### src/rtl/pwm_timebase.sv
// Purpose: PWM period/duty timebase; free-running counter with glitch-free shadowed period/duty updates.
// Latency: count_out/period_end are registered (1 clk); a written period/duty becomes active at the next wrap, or one clock later when idle.
// Backpressure: none; wr is always accepted, and a second write before the update is applied overwrites the first (last write wins).
//
// Ports:
//   clk, rst           - clock, asynchronous active-high reset
//   en                 - count enable (0 = counter holds)
//   wr                 - strobe capturing period_in/duty_in into shadow registers
//   period_in, duty_in - requested terminal count / duty threshold
//   count_out          - registered counter value for the comparator
//   duty_out           - active duty threshold for the comparator
//   period_end         - one-cycle pulse coincident with count_out==0 after a wrap
//   pending            - shadow values are waiting to be applied
module pwm_timebase #(
  parameter int N = 10
) (
  input  logic         clk,
  input  logic         rst,
  input  logic         en,
  input  logic         wr,
  input  logic [N-1:0] period_in,
  input  logic [N-1:0] duty_in,
  output logic [N-1:0] count_out,
  output logic [N-1:0] duty_out,
  output logic         period_end,
  output logic         pending
);

  logic [N-1:0] period_act;
  logic [N-1:0] duty_act;
  logic [N-1:0] period_sh;
  logic [N-1:0] duty_sh;
  logic         wrap;
  logic         idle_apply;
  logic         apply;

  // Terminal count reached while counting; the counter never exceeds
  // period_act, so the increment cannot overflow N bits.
  assign wrap       = en && (count_out == period_act);
  // While stopped there is no period boundary to wait for, so a pending
  // update is taken immediately unless a new write is arriving this cycle.
  assign idle_apply = !en && pending && !wr;
  // The shadow is sampled before this cycle's write lands, so a write on
  // the wrap cycle is deferred to the following wrap.
  assign apply      = pending && (wrap || idle_apply);
  assign duty_out   = duty_act;

  always_ff @(posedge clk or posedge rst) begin
    if (rst) begin
      count_out  <= '0;
      duty_act   <= '0;
      period_act <= '1;
      period_sh  <= '1;
      duty_sh    <= '0;
      pending    <= 1'b0;
      period_end <= 1'b0;
    end else begin
      period_end <= wrap;

      if (en) begin
        count_out <= wrap ? '0 : count_out + 1'b1;
      end else if (idle_apply) begin
        count_out <= '0;
      end

      if (apply) begin
        period_act <= period_sh;
        duty_act   <= duty_sh;
      end

      if (wr) begin
        period_sh <= period_in;
        duty_sh   <= duty_in;
        pending   <= 1'b1;
      end else if (apply) begin
        pending   <= 1'b0;
      end
    end
  end

endmodule

### config.mk
export PLATFORM = sky130hd
export DESIGN_NAME = pwm_timebase
export DESIGN_NICKNAME = d
export VERILOG_FILES = /design/src/rtl/pwm_timebase.sv
export SDC_FILE = /design/constraint.sdc
export NUM_CORES = 1
export LEC_CHECK = 0
export ABC_AREA = 1
export CAP_MARGIN = 25
export CORE_ASPECT_RATIO = 1.1
export CORE_UTILIZATION = 40
export DETAILED_ROUTE_END_ITERATION = 8
export GPL_TIMING_DRIVEN = 0
export HOLD_SLACK_MARGIN = 0.08
export MAX_ROUTING_LAYER = met4
export PLACE_DENSITY = 0.69
export SYNTH_ARGS = -nofsm -noshare
export SYNTH_HDL_FRONTEND = slang
export SYNTH_SLANG_ARGS = --single-unit
### constraint.sdc
create_clock -name clk -period 1.8 [get_ports clk]
set_clock_uncertainty 0.2 [all_clocks]
set_input_delay 0.54 -clock clk [delete_from_list [all_inputs] [get_ports clk]]
set_output_delay 0.54 -clock clk [all_outputs]
set_load 0.02 [all_outputs]
==> flow_metrics.tcl <==
set metrics [dict create \
    outcome "finished with violations" \
    violated_checks "setup timing" \
    cts_buffers 5 \
    io_buffer_count 45 \
    crit_path_max_incr_delay_ns 0.62 \
    synth.most_common_cell "nand2_1" \
    cts_buffer_depth 2 \
    die_area_um2 6190 \
    ys_seq_elements 52 \
    insertedDiodeCount 0 \
    grt_setup_unrepaired "true" \
    hold_path_cell_cnt 2 \
    worstPathArrival_ns 1.99 \
    synth_common_cells "nand2_1 (108), nand3_1 (45), dfrtp_1 (32)" \
    post_synth_inst_count 272 \
    timing.critical_path.fanout_max 10 \
    path_clk_slew_ns 0.09 \
    max_freq_mhz 514 \
    cell_with_the_biggest_individual_delay_on_the_critical_path "clkdlybuf4s50_1" \
    finalWorstSetupSlack_ns -0.144 \
    timing_hold_violations_final 0 \
    path_class "in -> reg" \
    drive_gt1_frac 0.260 \
    reg2reg_depth 12 \
    gr-usage-all-layers 0.192 \
    synth_top_flop_cell "dfrtp_1" \
    synth_seq_area_share 0.564 \
    min-delay-path-class "reg -> reg" \
    critPathTopFamily "buffers and inverters" \
    core_um2 5540 \
    finalWorstPathRequiredPeriod_ns 1.94 \
    cts-hold-fix-buffers 0 \
    timing.final.crit_share 1.08 \
    synth_async_sr_flop_share 1.00 \
    irDropWorstVdd_uv 502 \
    worstSetupEndpointType "flip-flop" \
    mappedNetlistNets 297 \
    timing.critical_path.depth 6 \
    cts.sink_count 52 \
    synthToLayoutAreaGrowth_pct 35.4 \
    synthesis_warnings 0 \
    syn_area_um2 2350 \
    global_route.overflow_total 0 \
    synth_edf_count 0 \
    grt_pass1_wl_um 8710 \
    vias_per_instance 4.75 \
    num_io_pins 46 \
    std_cell_rows 28 \
    power.density_cell_area_nw_per_um2 1120 \
    dp_hpwl_um 3650 \
    insertion_delay_ns 0.30 \
    gpl_wtd_cong 0.805 \
    drc_errors 0 \
    final_antenna_net_count 0 \
    drv.max_cap_violation_count 0 \
    synth_area_per_cell_um2 8.64 \
    detail_route.wl_per_cell_um 12.8 \
    netlist.area_leader.share 0.341 \
    drt-pass1-iter-count 4 \
    die_width_um 75.1 \
    final.setup.tns_ns -2.46 \
    drt_first_iter_violations 120 \
    grt_max_degree 36 \
    critical_path_buf_inv_count 3 \
    via_count_of_the_first_global_routing_pass 1899 \
    routed-via-count 1948 \
    start_util 0.425 \
    synth.area.top_cells "dfrtp_1 (34%), dfstp_2 (22%), nand2_1 (17%), nand3_1 (9.6%), inv_1 (2.7%)" \
    data_required_time_of_the_worst_path_ns 1.84 \
    fin_util 0.575 \
    vertical_die_dimension_um 82.4 \
    netlist.top_cell.by_area "dfrtp_1" \
    clock_tree.root_cell "clkbuf_8" \
    static-leakage-power_uw 0.00152 \
    slew_headroom 0.714 \
    netlist-cell-type-count 23 \
    final_setup_fails 24 \
    nNetsFinal 359 \
    crit_path_cell_trace "clkdlybuf4s50_1 > inv_1 > nand3_2 > buf_2 > nand3_1 > nand2_1" \
    worst_pin_slew_ns 0.429 \
    grt_antenna_before_repair 0 \
    number_of_max_slew_violations_in_the_final_report 0 \
    num-fill-cells 533 \
    cts_tree "done" \
    timing.critical_path.from_type "primary input" \
    cts-htree-levels 2 \
    drt-total-wl_um 5230 \
]
## flip-flops by register name, indices dropped and copies added, names as in the netlist
signal,cells
pending,1
count_out,10
duty_out,10
period_act,10
duty_sh,10
period_sh,10
period_end,1
## report_power, final
group	internal [uW]	switching, uW
Clock	277	361
Combinational	558	677
Sequential	1480	207
Total	2320	1250
## final timing paths
path / startpoint / slack (ns) / endpoint
max: en / -0.14 / duty_out[6]
min: period_sh[7] / 0.26 / period_sh[7]
max reg2reg: period_act[8] / -0.12 / period_act[5]
min reg2reg: period_sh[7] / 0.26 / period_sh[7]
max in group asynchronous: rst / 0.45 / period_act[0]
min in group asynchronous: rst / 0.38 / count_out[6]
## per-stage QoR
stage	hold WS, ns	setup WS, ns	instances	instance area (um^2)	power [uW]
finish	0.265	-0.144	410	3180	3560
global route	0.291	-0.276	410	3180	3780
CTS	0.267	-0.101	407	3090	3460
detailed placement	0.255	-0.393	393	2920	2810
global placement	0.252	-0.369	392	2900	2770
floorplan	0.242	0.118	272	2350	2350
## metal layers
layer  wire [um]  share of wire  global-route usage
met3         167          0.032              0.0340
met4          63          0.012              0.0604
met1        2410           0.46               0.239
met5           0              0                   -
met2        2590           0.49               0.319
## tightest hold or removal path, delay by kind of cell, from the launching register on
family / cells / cell delay (ns)
flip-flops: 1 / 0.38
AND/OR/NAND/NOR: 2 / 0.09
## layout make-up
type                            count  area, um^2  area share
Inverter                           18        71.3      0.0224
Timing Repair Buffer               55         524       0.165
Multi-Input combinational cell    190         997       0.314
Tap cell                           75        93.8      0.0295
Clock buffer                        8        80.1      0.0252
Sequential cell                    52        1340       0.420
Buffer                             12        78.8      0.0248
## logic make-up after synthesis
| logic type | synth area share |
|---|---|
| simple gates | 0.299 |
| flops | 0.564 |
| mux | 0.00426 |
| compound gates | 0.0224 |
| buf+inv | 0.0559 |
| xor+xnor | 0.0485 |
| fa+ha+maj | 0.00532 |
## cells in the final DEF (no fill, tap or decap), types with 3 or more instances in the layout
cell,Yosys,layout
clkbuf_8,0,5
nor2_1,5,4
nand3_1,45,31
nand3_2,1,14
buf_2,3,3
dlygate4sd2_1,0,8
nand2_1,108,104
clkdlybuf4s50_1,0,23
dfstp_2,20,20
buf_6,2,6
dfrtp_2,0,7
inv_1,17,15
dfrtp_1,32,25
clkdlybuf4s15_2,0,7
clkdlybuf4s15_1,0,3
o22ai_1,6,6
o21ai_0,3,3
nand2_2,2,4
clkbuf_1,7,8
xnor2_1,6,6
clkbuf_2,0,4
buf_4,0,7
xor2_1,7,7
## timing repair
| action | in CTS | in global routing |
|---|---|---|
| setup endpoints to repair | 46 | 39 |
| setup buffers | 3 | 3 |
| pin swaps | 5 | 10 |
| endpoints found under the hold margin | 0 | 0 |
| gates cloned | 3 | 0 |
| gates resized for setup | 61 | 30 |
No activity file was read; power rests on OpenSTA's default activity.
